`src/rtl/fe_redirect_ctrl_pkg.sv`:
```
// Shared front-end definitions: PC geometry, redirect FSM states and
// the packed width of a predictor training record {pc, taken, target}.
package fe_redirect_ctrl_pkg;

  localparam int          FE_DBITS      = 32;
  localparam int          FE_INSTSIZE   = 4;
  localparam logic [31:0] FE_STARTPC    = 32'h100;
  localparam int          FE_UPDQ_DEPTH = 4;
  localparam int          FE_CNT_BITS   = 32;

  // Training record: branch PC, resolved direction, resolved target.
  localparam int          FE_REC_W      = 2 * FE_DBITS + 1;

  typedef enum logic [1:0] {
    ST_BOOT    = 2'd0,
    ST_RUN     = 2'd1,
    ST_RECOVER = 2'd2
  } fe_state_e;

endpackage

```
`src/rtl/fe_redirect_ctrl_bp_upd_fifo.sv`:
```
// Small synchronous FIFO buffering branch training records for the
// single predictor write port. Head data is read straight from the array
// so a record is presented the cycle after it is written.
module bp_upd_fifo #(
  parameter int WIDTH = 65,
  parameter int DEPTH = 4
) (
  input  logic             clk,
  input  logic             reset,
  input  logic             push_i,
  input  logic [WIDTH-1:0] data_i,
  input  logic             pop_i,
  output logic [WIDTH-1:0] data_o,
  output logic             full_o,
  output logic             empty_o
);

  localparam int AW = $clog2(DEPTH);

  logic [WIDTH-1:0] mem_q [DEPTH];
  logic [AW-1:0]    wr_ptr_q;
  logic [AW-1:0]    rd_ptr_q;
  logic [AW:0]      count_q;
  logic             do_push;
  logic             do_pop;

  assign full_o  = (count_q == (AW + 1)'(DEPTH));
  assign empty_o = (count_q == '0);
  assign do_pop  = pop_i & ~empty_o;
  // A full FIFO still accepts a push when the head leaves in the same cycle.
  assign do_push = push_i & (~full_o | do_pop);
  assign data_o  = mem_q[rd_ptr_q];

  // Pointer and occupancy bookkeeping; pointers wrap naturally at DEPTH.
  always_ff @(posedge clk) begin
    if (reset) begin
      wr_ptr_q <= '0;
      rd_ptr_q <= '0;
      count_q  <= '0;
    end else begin
      if (do_push) wr_ptr_q <= wr_ptr_q + 1'b1;
      if (do_pop)  rd_ptr_q <= rd_ptr_q + 1'b1;
      if (do_push && !do_pop)      count_q <= count_q + 1'b1;
      else if (do_pop && !do_push) count_q <= count_q - 1'b1;
    end
  end

  // Storage array, no reset needed since occupancy gates visibility.
  always_ff @(posedge clk) begin
    if (do_push && !reset) mem_q[wr_ptr_q] <= data_i;
  end

endmodule

```
`src/rtl/fe_redirect_ctrl.sv`:
```
// Fetch next-PC sequencer: owns the fetch PC, resolves mispredicts from
// AGEX, squashes wrong-path latches, queues predictor training records
// and keeps branch/mispredict/drop perf counters.
module fe_redirect_ctrl
  import fe_redirect_ctrl_pkg::*;
#(
  parameter int          DBITS      = FE_DBITS,
  parameter int          INSTSIZE   = FE_INSTSIZE,
  parameter logic [31:0] STARTPC    = FE_STARTPC,
  parameter int          UPDQ_DEPTH = FE_UPDQ_DEPTH,
  parameter int          CNT_BITS   = FE_CNT_BITS
) (
  input  logic                clk,
  input  logic                reset,
  input  logic                stall_de,
  input  logic                pred_hit,
  input  logic [DBITS-1:0]    pred_target,
  input  logic                agex_valid,
  input  logic [DBITS-1:0]    agex_pc,
  input  logic                agex_taken,
  input  logic [DBITS-1:0]    agex_target,
  input  logic                agex_pred_taken,
  input  logic [DBITS-1:0]    agex_pred_target,
  input  logic                upd_ready,
  output logic [DBITS-1:0]    pc_out,
  output logic                pred_taken_out,
  output logic                fe_valid_out,
  output logic                squash_out,
  output logic                upd_valid,
  output logic [DBITS-1:0]    upd_pc,
  output logic                upd_taken,
  output logic [DBITS-1:0]    upd_target,
  output logic [CNT_BITS-1:0] br_count,
  output logic [CNT_BITS-1:0] mispred_count,
  output logic [CNT_BITS-1:0] upd_drop_count
);

  localparam int REC_W = 2 * DBITS + 1;

  fe_state_e          state_q;
  logic [DBITS-1:0]   pc_q, pc_d;
  logic               fe_valid_q;
  logic [CNT_BITS-1:0] br_cnt_q, mis_cnt_q, drop_cnt_q;

  logic               mispredict;
  logic               fifo_full, fifo_empty, fifo_pop, fifo_drop;
  logic [REC_W-1:0]   fifo_head;

  // Wrong direction, or right "taken" direction to the wrong target.
  assign mispredict = agex_valid &
                      ((agex_taken != agex_pred_taken) |
                       (agex_taken & agex_pred_taken & (agex_target != agex_pred_target)));

  // Next-PC priority: redirect > stall hold > predicted taken > sequential.
  always_comb begin
    pc_d = pc_q + DBITS'(INSTSIZE);
    if (mispredict)    pc_d = agex_taken ? agex_target : agex_pc + DBITS'(INSTSIZE);
    else if (stall_de) pc_d = pc_q;
    else if (pred_hit) pc_d = pred_target;
  end

  // Redirect FSM with fetch PC and FE-valid latch; any mispredict enters RECOVER.
  always_ff @(posedge clk) begin
    if (reset) begin
      state_q    <= ST_BOOT;
      pc_q       <= DBITS'(STARTPC);
      fe_valid_q <= 1'b0;
    end else begin
      pc_q <= pc_d;
      case (state_q)
        ST_BOOT:    state_q <= mispredict ? ST_RECOVER : ST_RUN;
        ST_RUN:     state_q <= mispredict ? ST_RECOVER : ST_RUN;
        ST_RECOVER: state_q <= mispredict ? ST_RECOVER : ST_RUN;
        default:    state_q <= ST_BOOT;
      endcase
      if (mispredict)     fe_valid_q <= 1'b0;
      else if (!stall_de) fe_valid_q <= 1'b1;
    end
  end

  assign pc_out         = pc_q;
  assign fe_valid_out   = fe_valid_q & (state_q == ST_RUN);
  assign squash_out     = mispredict & ~reset;
  assign pred_taken_out = pred_hit & ~stall_de & ~reset;

  assign upd_valid  = ~fifo_empty & ~reset;
  assign fifo_pop   = upd_valid & upd_ready;
  assign fifo_drop  = agex_valid & fifo_full & ~fifo_pop;
  assign upd_pc     = reset ? '0 : fifo_head[REC_W-1 -: DBITS];
  assign upd_taken  = reset ? 1'b0 : fifo_head[DBITS];
  assign upd_target = reset ? '0 : fifo_head[DBITS-1:0];

  bp_upd_fifo #(
    .WIDTH (REC_W),
    .DEPTH (UPDQ_DEPTH)
  ) u_upd_fifo (
    .clk     (clk),
    .reset   (reset),
    .push_i  (agex_valid),
    .data_i  ({agex_pc, agex_taken, agex_target}),
    .pop_i   (fifo_pop),
    .data_o  (fifo_head),
    .full_o  (fifo_full),
    .empty_o (fifo_empty)
  );

  // Saturating perf counters.
  always_ff @(posedge clk) begin
    if (reset) begin
      br_cnt_q   <= '0;
      mis_cnt_q  <= '0;
      drop_cnt_q <= '0;
    end else begin
      if (agex_valid && (br_cnt_q != {CNT_BITS{1'b1}}))   br_cnt_q   <= br_cnt_q + 1'b1;
      if (mispredict && (mis_cnt_q != {CNT_BITS{1'b1}}))  mis_cnt_q  <= mis_cnt_q + 1'b1;
      if (fifo_drop && (drop_cnt_q != {CNT_BITS{1'b1}}))  drop_cnt_q <= drop_cnt_q + 1'b1;
    end
  end

  assign br_count       = br_cnt_q;
  assign mispred_count  = mis_cnt_q;
  assign upd_drop_count = drop_cnt_q;

endmodule
```
`config.mk`:
```
export PLATFORM = sky130hd
export DESIGN_NAME = fe_redirect_ctrl
export DESIGN_NICKNAME = d
export VERILOG_FILES = /design/src/rtl/fe_redirect_ctrl_pkg.sv /design/src/rtl/fe_redirect_ctrl_bp_upd_fifo.sv /design/src/rtl/fe_redirect_ctrl.sv
export SDC_FILE = /design/constraint.sdc
export NUM_CORES = 1
export LEC_CHECK = 0
export ABC_AREA = 1
export BUFFER_PORTS_ARGS = -buffer_cell sky130_fd_sc_hd__buf_2
export CAP_MARGIN = 15
export CORE_AREA = 2 2 193 195
export DETAILED_ROUTE_END_ITERATION = 6
export DIE_AREA = 0 0 195 197
export PLACE_DENSITY = 0.8
export SETUP_SLACK_MARGIN = 0.05
export SLEW_MARGIN = 10
export SYNTH_ARGS = -nofsm -noshare
export SYNTH_HDL_FRONTEND = slang
export SYNTH_SLANG_ARGS = --single-unit
```
`constraint.sdc`:
```
create_clock -name clk -period 4.6 [get_ports clk]
set_input_delay 0.23 -clock clk [delete_from_list [all_inputs] [get_ports clk]]
set_output_delay 0.23 -clock clk [all_outputs]
set_load 0.02 [all_outputs]
```
==> impl_metrics.ini <==
[place]
dpl_cell_area_sq_um = 22300
port_buffers = 332
dpl.cell_count = 3167
finalWeightedCongestion = 0.963
post-dp-hpwl_mm = 42.8

[power_and_ir_drop]
power_leakage_nw = 9.73
powerDensity_nw_per_um2 = 365
power_mw = 8.84
ir_worst_vdd_v = 0.000284

[drt]
drt-vias-per-instance = 5.66
post_drt_wl_per_cell_microns = 19.0
wirelength_mm = 62.7
drt_iter0_markers = 1517
drt-pass1-iter-count = 6
ant_nets = 0
drc = 0
vias = 18700

[synth]
ys_types = 51
synthSimpleGateAreaFrac_pct = 27.8
seq_area_frac_synth_pct = 51.9
syn_nets = 2612
synth_fa_ha_area_share_pct = 0.771
synth_compound_area_share_pct = 9.48
synth-edff-count = 260
synth_top_family_by_area = simple AND/OR/NAND/NOR gates
netlist_area_sq_um = 20400
synthXorXnorAreaFrac_pct = 4.20
synth_seq_cells = 400
synth_mux_area_share_pct = 0
yosys_most_used_dff = edfxtp_1
async_flop_share_pct = 0
synth_area_per_cell_sq_um = 8.30
yosysWarnings = 0
synthCells = 2464

[clocking]
clk_pin_slew_ns = 0.06
cts_buffers = 43
ctsResizeCount = 0
cts_tree = built
clock_latency_ns = 0.56
root_buffer = clkbuf_16
cts_setup_buffers = 0
numClockSinks = 400
clk_path_buf_depth = 3
cts.htree.levels = 2

[cells_and_area]
final_common_cell = nand2_1
fin_area_sq_um = 24300
drive_above_1_share_pct = 17.4
area_growth_syn_to_layout_pct = 18.7
final_nets = 2945
final_cells = 3303
fillers = 2994
mostFrequentLayoutCells = 489 x nand2_1, 427 x nor2_1, 331 x buf_2, 260 x edfxtp_1, 201 x o21ai_0

[floorplanning]
die-height_microns = 197
die-area_sq_um = 38400
die_w_microns = 195
design.portCount = 333
core_sq_um = 36300
initial_core_util_pct = 56.4
row_count = 70

[timing]
rsz0062_at_grt = no
max_slew_margin_pct = 23.8
period_needed_ns = 3.36
period_share_pct = 73.1
setup_viol = 0
max_freq_mhz = 297
fin_skew_ns = 0.0145
worstMarginPinSlew_ns = 1.14
slew_violations = 0
hold_violations = 0
setup_tns_ns = 0

[global_routing]
antenna_found_initial = 9
grtUsageTotal_pct = 32.2
grt_pass1_vias = 17900
overflow = 0
grt_pass1_wl_mm = 97.4
grt_max_degree = 74

[critical_path]
max_stage_delay_ns = 0.79
endpoint_kind = primary output
slowest_stage = dfxtp_4
crit_path_cell_trace = inv_2 > buf_4 > o21ai_0 > a21oi_1 > buf_2
start_kind = flip-flop
worstPathArrival_ns = 3.13
worstPathMaxFanout = 73
worstPathRequired_ns = 4.37
critical_path_class = reg -> out

[worst_hold_path]
hold_path.class = in -> reg

[job]
drv_cap = 0

[run_status]
status = finished clean
[final cells by class]
| class | count | area (sq um) | share of cell area, % |
|---|---|---|---|
| antenna | 4 | 10.0 | 0.0413 |
| clock inverter | 25 | 236 | 0.975 |
| inverter | 183 | 687 | 2.83 |
| tap | 468 | 586 | 2.41 |
| multi-input combinational | 1770 | 8660 | 35.7 |
| clock buffer | 54 | 1170 | 4.82 |
| timing repair buffer | 399 | 2300 | 9.48 |
| sequential | 400 | 10600 | 43.8 |
[flip-flops by register name, indices dropped and copies added (netlist names), named ones only]
register             cells
fe_valid_q               1
u_upd_fifo.mem_q       260
u_upd_fifo.wr_ptr_q      2
upd_drop_count          32
state_q                  2
br_count                32
u_upd_fifo.count_q       3
u_upd_fifo.rd_ptr_q      2
pc_out                  32
mispred_count           32
[routing by layer]
| layer | global-route usage, % | wire length [microns] | vias up |
|---|---|---|---|
| met5 | 0 | 69 | - |
| met4 | 12.4 | 2320 | 10 |
| met3 | 7.60 | 5840 | 150 |
| met2 | 53.0 | 29300 | 845 |
| met1 | 41.5 | 25200 | 8759 |
| li1 | - | - | 8924 |
[cells by family (layout without fill, tap and decap cells)]
logic type / Yosys count / after routing
and+or+nand+nor: 1286 / 1286
xor gates and xnor gates: 98 / 98
adders and majority gates: 12 / 12
other: 0 / 4
buffers and inverters: 294 / 661
DFF: 400 / 400
AOI/OAI and AO/OA: 374 / 374
[repair_timing]
action,CTS,global route
hold buffers,52,0
hold endpoints to repair,208,0
endpoints found under the setup margin,0,0
[critical path, delay by kind of cell (launching register included)]
family / cells / cell delay [ns]
buf+inv: 3 / 1.28
compound gates: 2 / 0.46
flops: 1 / 0.79
[power by group]
part	leakage [nW]	switching, mW	internal [mW]	total (mW)
combinational	5.54	0.894	0.393	1.29
clock	0.693	1.42	2.03	3.45
sequential	3.50	0.117	3.99	4.11
total	9.73	2.43	6.42	8.84
[synth_stat cells, drive strengths merged (42+ instances only)]
cell type  count  area share (%)
xnor2         42             1.8
nand2        505             9.5
clkbuf        71             1.3
nor2         453             8.9
o21ai        206             5.1
inv          181             3.3
nand4         43             1.4
nor3          73             2.1
edfxtp       260              38
a21oi        148             3.7
nand3        172             4.4
xor2          56             2.4
dfxtp        140              14
[stage by stage]
stage / utilization (%) / worst slack (ns) / hold WS (ns)
floorplan: - / 0.382 / 0.329
global placement: 61.5 / 1.89 / 0.458
detailed placement: 61.5 / 1.81 / 0.470
CTS: 66.9 / 1.27 / 0.000242
global route: 66.9 / 1.04 / 0.00110
finish: 66.9 / 1.24 / 0.0176
[path summary, 6_finish.rpt]
| check | startpoint | to | slack (ns) | cells after the start |
|---|---|---|---|---|
| setup / recovery | flip-flop | upd_target[31] | 1.24 | 5 |
| hold / removal | agex_target[13] | u_upd_fifo.mem_q[2][13] | 0.02 | 1 |
| setup reg to reg | mispred_count[1] | mispred_count[0] | 1.82 | 9 |
| hold reg to reg | u_upd_fifo.rd_ptr_q[0] | u_upd_fifo.rd_ptr_q[0] | 0.48 | 2 |
No activity file was read; power rests on OpenSTA's default activity.
